===== config.mk =====
export PLATFORM = sky130hd
export DESIGN_NAME = time_dmr_end
export DESIGN_NICKNAME = d
export VERILOG_FILES = /design/src/rtl/time_dmr_end.sv
export SDC_FILE = /design/constraint.sdc
export NUM_CORES = 1
export LEC_CHECK = 0
export CELL_PAD_IN_SITES_DETAIL_PLACEMENT = 1
export CELL_PAD_IN_SITES_GLOBAL_PLACEMENT = 1
export CORE_MARGIN = 2
export CORE_UTILIZATION = 45
export CTS_CLUSTER_SIZE = 12
export DETAILED_ROUTE_END_ITERATION = 7
export DONT_BUFFER_PORTS = 1
export GPL_ROUTABILITY_DRIVEN = 0
export PLACE_DENSITY_LB_ADDON = 0.3
export SLEW_MARGIN = 20
export SYNTH_ARGS = -nofsm -noshare
export SYNTH_HDL_FRONTEND = slang
export SYNTH_SLANG_ARGS = --single-unit

===== constraint.sdc =====
create_clock -name clk_i -period 2.8 [get_ports clk_i]
set_input_delay 0.42 -clock clk_i [delete_from_list [all_inputs] [get_ports clk_i]]
set_output_delay 0.42 -clock clk_i [all_outputs]
set_load 0.05 [all_outputs]

===== src/rtl/time_dmr_end.sv =====
// Checker half of a time-redundant pipeline: pairs the two copies of each item by ID,
// compares their payloads and forwards one result per pair flagged clean or needs-retry.
module time_dmr_end #(
    parameter type         DataType           = logic,
    parameter int unsigned IDSize             = 1,
    parameter int unsigned LockTimeout        = 4,
    parameter bit          InternalRedundancy = 1'b0
) (
    input  logic              clk_i,
    input  logic              rst_ni,
    input  logic              enable_i,
    input  logic [IDSize-1:0] next_id_i,
    input  DataType           data_i,
    input  logic [IDSize-1:0] id_i,
    input  logic              valid_i,
    output logic              ready_o,
    output DataType           data_o,
    output logic [IDSize-1:0] id_o,
    output logic              needs_retry_o,
    output logic              valid_o,
    input  logic              ready_i,
    output logic              lock_o,
    output logic              fault_detected_o
);

    typedef enum logic {BASE = 1'b0, WAIT = 1'b1} state_e;

    localparam int unsigned    NREP    = InternalRedundancy ? 3 : 1;
    localparam int unsigned    I1      = (NREP > 1) ? 1 : 0;
    localparam int unsigned    I2      = (NREP > 2) ? 2 : 0;
    localparam int unsigned    CW      = (LockTimeout > 1) ? $clog2(LockTimeout) : 1;
    localparam logic [CW-1:0]  CNT_MAX = CW'(LockTimeout - 1);

    // Handshake: an item moves upstream->here on valid_i & ready_o, and here->downstream on
    // valid_o & ready_i; valid never waits on ready, and payload holds while valid & !ready.

    // Replicated control registers (a single copy when redundancy is off)
    state_e        state_q [NREP];
    logic [CW-1:0] cnt_q   [NREP];
    logic          ov_q    [NREP];

    state_e        state_v, state_d;
    logic [CW-1:0] cnt_v, cnt_d;
    logic          ov_v, ov_d;

    DataType           a_data_q, a_data_d;
    logic [IDSize-1:0] a_id_q, a_id_d;
    DataType           od_q, od_d;
    logic [IDSize-1:0] oid_q, oid_d;
    logic              ort_q, ort_d;
    logic              fault_q, fault_d;

    logic o_free;
    logic xfer;
    logic retry;

    // Majority vote; with a single copy all three operands alias copy 0
    assign state_v = state_e'((state_q[0] & state_q[I1]) | (state_q[0] & state_q[I2]) |
                              (state_q[I1] & state_q[I2]));
    assign cnt_v   = (cnt_q[0] & cnt_q[I1]) | (cnt_q[0] & cnt_q[I2]) | (cnt_q[I1] & cnt_q[I2]);
    assign ov_v    = (ov_q[0] & ov_q[I1]) | (ov_q[0] & ov_q[I2]) | (ov_q[I1] & ov_q[I2]);

    assign o_free = !ov_v || ready_i;
    assign xfer   = valid_i && o_free;

    always_comb begin
        state_d  = state_v;
        cnt_d    = cnt_v;
        ov_d     = ov_v;
        a_data_d = a_data_q;
        a_id_d   = a_id_q;
        od_d     = od_q;
        oid_d    = oid_q;
        ort_d    = ort_q;
        fault_d  = 1'b0;
        retry    = 1'b0;
        if (!enable_i) begin
            state_d = BASE;
            cnt_d   = '0;
            ov_d    = 1'b0;
            od_d    = '0;
            oid_d   = '0;
            ort_d   = 1'b0;
        end else begin
            if (ov_v && ready_i) ov_d = 1'b0;
            case (state_v)
                BASE: begin
                    if (xfer) begin
                        // An ID equal to next_id_i has not been issued yet: stray item
                        if (id_i == next_id_i) begin
                            fault_d = 1'b1;
                        end else begin
                            a_data_d = data_i;
                            a_id_d   = id_i;
                            cnt_d    = '0;
                            state_d  = WAIT;
                        end
                    end
                end
                WAIT: begin
                    if (xfer) begin
                        ov_d  = 1'b1;
                        od_d  = a_data_q;
                        oid_d = a_id_q;
                        if (id_i == a_id_q) begin
                            retry   = (data_i != a_data_q);
                            state_d = BASE;
                        end else begin
                            retry    = 1'b1;
                            a_data_d = data_i;
                            a_id_d   = id_i;
                            cnt_d    = '0;
                        end
                        ort_d   = retry;
                        fault_d = retry;
                    end else if (cnt_v == CNT_MAX) begin
                        // Timed out; abandon the lone copy once O can take it
                        if (o_free) begin
                            ov_d    = 1'b1;
                            od_d    = a_data_q;
                            oid_d   = a_id_q;
                            ort_d   = 1'b1;
                            fault_d = 1'b1;
                            cnt_d   = '0;
                            state_d = BASE;
                        end
                    end else begin
                        cnt_d = cnt_v + 1'b1;
                    end
                end
                default: state_d = BASE;
            endcase
        end
    end

    for (genvar r = 0; r < NREP; r++) begin : g_rep
        always_ff @(posedge clk_i or negedge rst_ni) begin
            if (!rst_ni) begin
                state_q[r] <= BASE;
                cnt_q[r]   <= '0;
                ov_q[r]    <= 1'b0;
            end else begin
                state_q[r] <= state_d;
                cnt_q[r]   <= cnt_d;
                ov_q[r]    <= ov_d;
            end
        end
    end

    always_ff @(posedge clk_i or negedge rst_ni) begin
        if (!rst_ni) begin
            a_data_q <= '0;
            a_id_q   <= '0;
            od_q     <= '0;
            oid_q    <= '0;
            ort_q    <= 1'b0;
            fault_q  <= 1'b0;
        end else begin
            a_data_q <= a_data_d;
            a_id_q   <= a_id_d;
            od_q     <= od_d;
            oid_q    <= oid_d;
            ort_q    <= ort_d;
            fault_q  <= fault_d;
        end
    end

    assign ready_o          = rst_ni && (enable_i ? o_free : ready_i);
    assign valid_o          = enable_i ? ov_v : (rst_ni && valid_i);
    assign data_o           = enable_i ? od_q : data_i;
    assign id_o             = enable_i ? oid_q : id_i;
    assign needs_retry_o    = enable_i && ort_q;
    assign lock_o           = enable_i && (state_v == WAIT);
    assign fault_detected_o = enable_i && fault_q;

endmodule


Word-level counts from Yosys, hierarchy flattened
Cells that the tools add are included.
Storage, ports and cells
  register bits: 10
  word-level logic and storage cells: 95
  input port bits: 8
  output and inout port bits: 7
Cells by class
  equal/unequal tests: 11
  reductions and logical operators: 11
  add/subtract/negate cells: 1
  bitwise gates (word level): 4
  muxes and demuxes: 59
Operators with widths (number)
  2-to-1 mux 1 bit: 47
  2-to-1 mux 2 bit: 7
  one-hot mux 1 bit (2 select lines): 4
  logical AND 1 bit: 7
  inequality test 2 bit (second input constant): 3
  inequality test 3 x 1 -> 1 bit (second input constant): 2
  AND reduction 5 bit: 1
  inequality test 2 x 1 -> 1 bit (second input constant): 2
  OR 2 bit: 2
  one-hot mux 2 bit (2 select lines): 1
  AND reduction 3 bit: 1
  adder 2 x 1 -> 2 bit (second input constant): 1
  bitwise AND 2 bit: 1
  equality test 1 bit: 2
  equality test 2 bit (second input constant): 1
  zero test 1 bit: 1
  logical OR 1 bit: 1
  inequality test 1 bit: 1
  inverter 1 bit: 1

Logic depth before layout (Yosys ltp)
Gate-level depths: netlist of the first run.
  word-level depth: 8
  gate-level depth with buffers: 5
  mapped depth without buffers: 4

Worst setup path before layout of the first run
OpenSTA, ideal clock, no wires.
  kind: input to output
  start point: input enable_i
  end point: output valid_o
  data arrival time: 1.876 ns
  stages on the path: 3
  data required time: 2.380 ns
  buffers on the path: 2
  path slack: 0.504 ns
  cells stage by stage: clkbuf_1 clkbuf_2 o21ai_0
On the way
  word-level cells in the longest chain between the ends: 1
RTL lines
  start: declaration: line 11  | input logic enable_i,
  2-to-1 mux 1 bit: line 169  | assign valid_o = enable_i ? ov_v : (rst_ni && valid_i);
  end: declaration: line 20  | output logic valid_o,
Every way passes these cells.

Worst setup path after layout of the first run
  start point: register state_q
  end point: output lock_o
On the way
  word-level cells in the longest chain between the ends: 1
RTL lines
  start: declaration: line 38  | state_e state_q [NREP];
  start signal: indexed assignment: line 143  | state_q[r] <= state_d;
  logical AND 1 bit: line 173  | assign lock_o = enable_i && (state_v == WAIT);
  end: declaration: line 22  | output logic lock_o,
Every way passes these cells.

==> flow_summary.ini, run 1 <==
[run_status]
status = complete, no violations

[placement]
io_buffers = 0
dpl_cell_area_sq_um = 663
dp_slack_ns = 1.31
place_inst = 80
dpl.hpwl_um = 982

[floorplan]
die_w_um = 42.2
core-area_sq_mm = 0.00133
die_y_um = 42.2
io_pins = 15
die-area_sq_mm = 0.00178
initial_utilization_pct = 49.2
fp-row-count = 13

[cells_and_area]
post-route-util_pct = 53.2
final_cell_area_sq_um = 709
fillers = 151
final_cells = 85
multi_input_area_sq_um = 383
areaGrowthSynthToFinish_pct = 8.00
nets = 81
regArea_sq_um = 250
antenna_cells = 0
layout_commonest_cell = dfrtp_1
final_cell_mix = 10 x dfrtp_1, 7 x nand2_1, 4 x and2_1
post_route_cells_drive_above_1_share_pct = 17.1

[synth]
synth_fp_nets = 77
synthDistinctLibCells = 34
ys_warn_count = 0
yosysTopAreaCellShare_pct = 38.1
yosysTopAreaCell = dfrtp_1
postSynthCellCount = 67
syn_area_per_cell_sq_um = 9.80
synth_area_leaders = dfrtp_1 38%, mux2_2 5.1%, mux2i_1 4.6%
ys_seq_area_share_pct = 38.1
syn_area_sq_um = 657
ys_ff_latch = 10

[clocking]
numCtsBuffers = 3
clk_pin_slew_ns = 0.07
ctsHoldBuffers = 1
post_cts_buffers = 0
clockBufferDepth = 2
root_buffer = clkbuf_4
htreeDepth = 1
cts_resized = 0
clk_latency_ns = 0.27
clkSinkCount = 10
tritoncts = yes

[power]
p_comb_share_pct = 20.3
seqPwrFrac_pct = 43.9
p_per_area_mw_per_mm2 = 539
power.internal_mw = 0.266
p_leak_nw = 0.316
vdd_ir_drop_max_mv = 0.227
clkPwrFrac_pct = 35.8
netSwitchingPower_mw = 0.116
switching_share_pct = 30.4

[job]
max_cap_viol_count = 0

[critical_path]
critPathLaunchType = register
cpMaxStageDelayCell = dfrtp_1
required_ns = 2.38
ff2ff_setup_slack_ns = 1.29
cp_top_family = flip-flops
critPathBufInv = 0
worstPathArrival_ns = 1.36
path_cells = and2_1
crit_fanout = 10
cp_slowest_stage_delay_ns = 0.54
path_class = register to output port
cp-end-kind = output port

[global_routing]
grt_pass1_wl_mm = 2.48
grt_pass1_vias = 539
antenna_found_initial = 0
overflow = 0
grt_max_degree = 20
grtUsageTotal_pct = 19.1

[sta]
hold_viol = 0
slew_headroom_pct = 62.7
fin_crit_sh_pct = 63.5
rsz0062_at_grt = false
fin_skew_ns = 0.00220
setup_tns_ns = 0
finalCriticalPeriod_ns = 1.78
max_freq_mhz = 563
setup_viol = 0
tightestPinTransition_ns = 0.559
slew_violations = 0
finalWorstSetupSlack_ns = 1.02

[detailed_routing]
drt_wl_total_mm = 1.46
drt-initial-drc-count = 4
wl_per_cell_um = 17.2
via_count = 512
ant_nets = 0
first_pass_iters = 2
detail_route.vias_per_cell = 6.02
drcViolationCount = 0

[min_path]
hp-class = primary input to register
[power by group through the flow]
stage	combinational (mW)	clock, mW	sequential, mW
after detailed placement	0.0747	0	0.171
after floorplan	0.0743	0	0.166
after global routing	0.0846	0.147	0.170
after global placement	0.0733	0	0.171
final	0.0778	0.137	0.168
after CTS	0.0789	0.138	0.168
[flip-flops by register name (all words and copies together), names as in the netlist]
signal    count
od_q          1
a_data_q      1
cnt_q         2
oid_q         1
state_q       1
a_id_q        1
ort_q         1
ov_q          1
fault_q       1
[path summary, 6_finish.rpt]
kind	start	to	cells after the start
worst min register to register	cnt_q[0]	cnt_q[0]	1
worst min-delay path	enable_i	ov_q	2
worst max-delay path	state_q	lock_o	1
worst max register to register	cnt_q[0]	oid_q	4
min in group asynchronous	rst_ni	state_q	1
max in group asynchronous	rst_ni	cnt_q[0]	1
[worst reg2reg max path: stages (launching register included)]
cell	delay, ns
dfrtp_1	0.41
ha_1	0.26
o211ai_1	0.44
mux2i_1	0.24
nor2b_1	0.06
[routing by layer]
metal / routed length (um) / GRT usage, %
met1: 637 / 21.7
met2: 716 / 30.5
met3: 72 / 6.90
met4: 34 / 11.3
met5: 0 / 0
[cells in the mapped netlist]
master and number:
clkbuf_1 1, and2_2 1, o21a_1 1, a21oi_1 3, nand2_1 7, dfrtp_1 10, nand3b_1 1, a311oi_2 1
a31oi_1 2, a31o_2 1, and2b_1 1, nor3b_1 1, o2111ai_1 1, or3_1 1, xor2_1 1, o22ai_1 1
clkbuf_2 1, nand2b_2 1, o211ai_1 1, ha_1 2, a21boi_0 2, mux2i_1 3, and2_1 4, xnor2_1 3
inv_1 1, nor2_1 1, mux2_2 3, nand3_1 1, buf_6 1, o21ai_1 1, o21ai_0 2, nor2b_1 3
nand4b_1 2, nand2b_1 1
[through the flow]
| step | total power, mW | hold WS, ns |
|---|---|---|
| 2_1_floorplan | 0.240 | 0.124 |
| 3_3_place_gp | 0.244 | 0.125 |
| 3_5_place_dp | 0.245 | 0.125 |
| 4_1_cts | 0.385 | 0.248 |
| 5_1_grt | 0.402 | 0.243 |
| 6_report | 0.382 | 0.252 |
[logic make-up after synthesis]
family / synth area share (%)
mux: 9.71
compound gates: 17.0
simple gates: 22.5
fa+ha+maj: 3.81
xor+xnor: 5.33
buf+inv: 3.62
flops: 38.1
[final cells by class]
type / count / share of cell area (%)
Sequential cell: 10 / 35.3
Timing Repair Buffer: 2 / 2.47
Inverter: 1 / 0.529
Multi-Input combinational cell: 53 / 54.0
Tap cell: 15 / 2.65
Clock buffer: 4 / 5.11
(Power assumes the default switching activity.)
==> run 2, diff against run 1 <==
CORE_UTILIZATION = 44   (was 45)
clock period = 1.75 ns   (was 2.8 ns; I/O delays follow)
==> run 2 against run 1 <==
Net effect:
- design area increased by 0.18%
- sequential share of layout area decreased by 0.062 points
- first-iteration DRC count decreased by 50%
- routed wire length decreased by 8.8%
- worst setup slack got worse by 0.79 ns
- via count decreased by 3.3%
- clock skew increased by 0.00083 ns
- worst hold slack got worse by 0.14 ns
- final cell count increased by 1.2%
- non-clock buffer count increased by 2
- critical path depth increased by 2
==> flow_summary.ini, run 2 (synthesis results as in run 1) <==
[clocking]
clkSinkCount = 10
numCtsBuffers = 3
clk_latency_ns = 0.26
ctsHoldBuffers = 1
root_buffer = clkbuf_4
htreeDepth = 1
clk_pin_slew_ns = 0.06
clockBufferDepth = 2
cts_resized = 0
tritoncts = yes
post_cts_buffers = 0

[job]
max_cap_viol_count = 0

[power]
power.internal_mw = 0.383
p_comb_share_pct = 24.0
netSwitchingPower_mw = 0.168
clkPwrFrac_pct = 27.8
p_leak_nw = 0.320
p_per_area_mw_per_mm2 = 776
seqPwrFrac_pct = 48.2
vdd_ir_drop_max_mv = 0.455
switching_share_pct = 30.5

[critical_path]
reg2reg_from = cnt_q[0]
crit_end = lock_o
required_ns = 1.49
cp-end-kind = output port
path_class = register to output port
crit_fanout = 6
crit_start = state_q
ff2ff_setup_slack_ns = 0.28
critPathLaunchType = register
rr_worst_depth = 4
r2r_end = oid_q
worstPathArrival_ns = 1.25

[global_routing]
grtUsageTotal_pct = 16.6
grt_pass1_vias = 530
overflow = 0
grt_pass1_wl_mm = 2.26
grt_max_degree = 20
antenna_found_initial = 0

[cells_and_area]
areaGrowthSynthToFinish_pct = 8.19
final_cell_mix = 10 x dfrtp_1, 7 x nand2_1, 4 x and2_1
fillers = 159
post_route_cells_drive_above_1_share_pct = 18.3
nets = 83
layout_commonest_cell = dfrtp_1
largest_reg_flops = 2
multi_input_area_sq_um = 383
regMostFlops = cnt_q
antenna_cells = 0
regArea_sq_um = 250

[detailed_routing]
detail_route.vias_per_cell = 5.76
wl_per_cell_um = 15.5
drt_wl_total_mm = 1.33
first_pass_iters = 4
drcViolationCount = 0
ant_nets = 0
via_count = 495
drt-initial-drc-count = 2

[run_status]
status = complete, no violations

[placement]
dpl.hpwl_um = 981
io_buffers = 0

[sta]
fin_crit_sh_pct = 86.6
slew_headroom_pct = 68.0
setup_tns_ns = 0
max_freq_mhz = 660
whs_ns = 0.112
rsz0062_at_grt = false
hold_viol = 0
slew_violations = 0
fin_skew_ns = 0.00303
setup_viol = 0
finalCriticalPeriod_ns = 1.52
tightestPinTransition_ns = 0.479

[floorplan]
fp-row-count = 13
initial_utilization_pct = 48.7
die-area_sq_mm = 0.00182
die_y_um = 42.6
io_pins = 15
die_w_um = 42.6
core-area_sq_mm = 0.00135

[min_path]
hp-class = primary input to register
==> run 2: cell type report <==
type	instances	share of cell area, %
multi-input cells	53	53.9
flip-flops and latches	10	35.2
repair buffers	4	4.58
clock buffers	3	3.17
well taps	15	2.64
inverters	1	0.528
==> run 2: worst min-delay path by stage <==
stage                        start       end  slack [ns]  cells past startpoint
after global routing      enable_i      ov_q        0.11                      2
after CTS                 enable_i      ov_q         0.1                      2
after detailed placement    rst_ni  cnt_q[1]       -0.03                      0
final                     enable_i      ov_q        0.11                      2
after global placement      rst_ni  cnt_q[1]       -0.03                      0
after floorplan             rst_ni  a_data_q       -0.03                      0
==> run 2: critical path, stage by stage, from the launching register on <==
cell and delay [ns]:
dfrtp_1 0.44, buf_4 0.18, and2_1 0.18, buf_4 0.19
==> run 2: layer usage <==
layer	part of all wire, %	up-vias	GRT usage [%]	wire (um)
li1	-	249	-	-
met1	45	230	20.1	600
met2	49	16	27.3	648
met3	6.3	0	8.19	84
met4	0	0	1.88	0
met5	0	-	0	0
==> run 2: stage by stage <==
step / utilization, % / instance area (sq um) / instances / worst slack, ns / power (mW)
3_5_place_dp: 50.2 / 678 / 82 / 0.258 / 0.397
3_3_place_gp: 50.2 / 678 / 82 / 0.293 / 0.395
2_1_floorplan: - / 657 / 67 / 0.151 / 0.384
4_1_cts: 52.6 / 711 / 86 / 0.226 / 0.563
6_report: 52.6 / 711 / 86 / 0.235 / 0.552
5_1_grt: 52.6 / 711 / 86 / 0.173 / 0.583
==> run 2: power by group through the flow <==
stage / registers (mW) / logic, mW / clock network [mW]
2_1_floorplan: 0.265 / 0.119 / 0
3_3_place_gp: 0.270 / 0.125 / 0
3_5_place_dp: 0.271 / 0.127 / 0
4_1_cts: 0.266 / 0.134 / 0.163
5_1_grt: 0.269 / 0.146 / 0.168
6_report: 0.266 / 0.132 / 0.153
==> run 3, diff against run 2 <==
CORE_MARGIN = not set   (was 2)
GPL_TIMING_DRIVEN = 1   (was not set)
SLEW_MARGIN = 25   (was 20)
==> run 3 against run 2 <==
Net effect:
- critical path depth rose by 1
- clock skew fell by 0.0021 ns
- register-to-register slack got worse by 0.05 ns
- worst setup slack got worse by 0.0053 ns
- sequential cell count did not move
- first-iteration DRC count rose by 50%
- combinational power fell by 4%
- non-clock buffer count fell by 1
- highest routed layer is now met4
==> flow_summary.ini, run 3 (synthesis results as in run 1) <==
[detailed_routing]
drcViolationCount = 0
first_pass_iters = 4
wl_per_cell_um = 17.1
wl_met1_um = 625
met3_length_um = 90
via_count = 523
detail_route.vias_per_cell = 6.15
top_layer = met4
drt-initial-drc-count = 3
ant_nets = 0
drt_wl_total_mm = 1.45
wl_met2_um = 697

[clocking]
clk_latency_ns = 0.27
clkSinkCount = 10
htreeDepth = 1
clk_pin_slew_ns = 0.07
post_cts_buffers = 0
tritoncts = yes
ctsHoldBuffers = 1
cts_resized = 0
root_buffer = clkbuf_4
numCtsBuffers = 3
clockBufferDepth = 2

[critical_path]
ff2ff_setup_slack_ns = 0.23
reg2reg_from = cnt_q[0]
crit_start = cnt_q[0]
required_ns = 1.91
path_class = register to register
critPathLaunchType = register
crit_fanout = 5
cp-end-kind = register
worstPathArrival_ns = 1.68

[global_routing]
grt_pass1_wl_mm = 2.33
grt_pass1_vias = 537
overflow = 0
grt_max_degree = 20
grtUsageTotal_pct = 22.9
antenna_found_initial = 0

[sta]
finalCriticalPeriod_ns = 1.52
fin_crit_sh_pct = 86.9
fin_skew_ns = 0.000979
setup_tns_ns = 0
tightestPinTransition_ns = 0.479
slew_violations = 0
setup_viol = 0
hold_viol = 0
max_freq_mhz = 658
rsz0062_at_grt = false
slew_headroom_pct = 68.0

[cells_and_area]
fillers = 168
areaGrowthSynthToFinish_pct = 7.05
regMostFlops = cnt_q
nets = 82
largest_reg_flops = 2
layout_commonest_cell = dfrtp_1
regArea_sq_um = 250
antenna_cells = 0
multi_input_area_sq_um = 383
final_cell_mix = 10 x dfrtp_1, 7 x nand2_1, 4 x and2_1
post_route_cells_drive_above_1_share_pct = 17.1

[floorplan]
initial_utilization_pct = 48.7
die_y_um = 40.6
core-area_sq_mm = 0.00135
die-area_sq_mm = 0.00165
io_pins = 15
die_w_um = 40.6
fp-row-count = 13

[placement]
dpl.hpwl_mm = 1.07
io_buffers = 0

[min_path]
worstHoldStart = enable_i
hp-class = primary input to register

[power]
p_per_area_mw_per_mm2 = 798
finalPower_mw = 0.561
vdd_ir_drop_max_mv = 0.482
p_leak_nw = 0.315

[run_status]
status = complete, no violations

[job]
max_cap_viol_count = 0
[run 3: cell count changes in the layout (fill, tap and decap cells not counted)]
cell	previous run	this run
buf_4	3	2
[run 3: critical path: stages (launching register included)]
cell,delay [ns]
dfrtp_1,0.41
ha_1,0.25
o211ai_1,0.42
mux2i_1,0.25
nor2b_1,0.07
[run 3: stage by stage]
step | utilization [%] | setup WS [ns] | area (sq um) | instances | hold WS (ns)
after floorplan | - | 0.151 | 657 | 67 | -0.0331
after global placement | 49.7 | 0.300 | 671 | 81 | -0.0327
after detailed placement | 49.7 | 0.240 | 671 | 81 | -0.0327
after CTS | 52.1 | 0.216 | 703 | 85 | 0.106
after global routing | 52.1 | 0.0754 | 703 | 85 | 0.111
final | 52.1 | 0.229 | 703 | 85 | 0.108
[run 3: final timing paths]
path,endpoint,cells past startpoint
worst max-delay path,od_q,4
worst min-delay path,ov_q,2
worst max register to register,od_q,4
worst min register to register,cnt_q[0],1
max in group asynchronous,cnt_q[1],1
min in group asynchronous,state_q,1
[run 3: routing by layer]
layer	global-route usage (%)	up-vias
met3	6.52	5
met5	0	-
met2	37.3	19
met1	26.0	254
li1	-	245
met4	15.0	0
[run 3: final cells by class]
cell class	instances	area share, %
inverter	1	0.534
multi-input combinational	53	54.4
clock buffer	3	3.20
tap	15	2.67
timing repair buffer	3	3.56
sequential	10	35.6
[run 3: report_power, final]
group | internal [mW] | switching [mW]
sequential | 0.249 | 0.0206
combinational | 0.0519 | 0.0751
clock | 0.0797 | 0.0845
total | 0.381 | 0.180
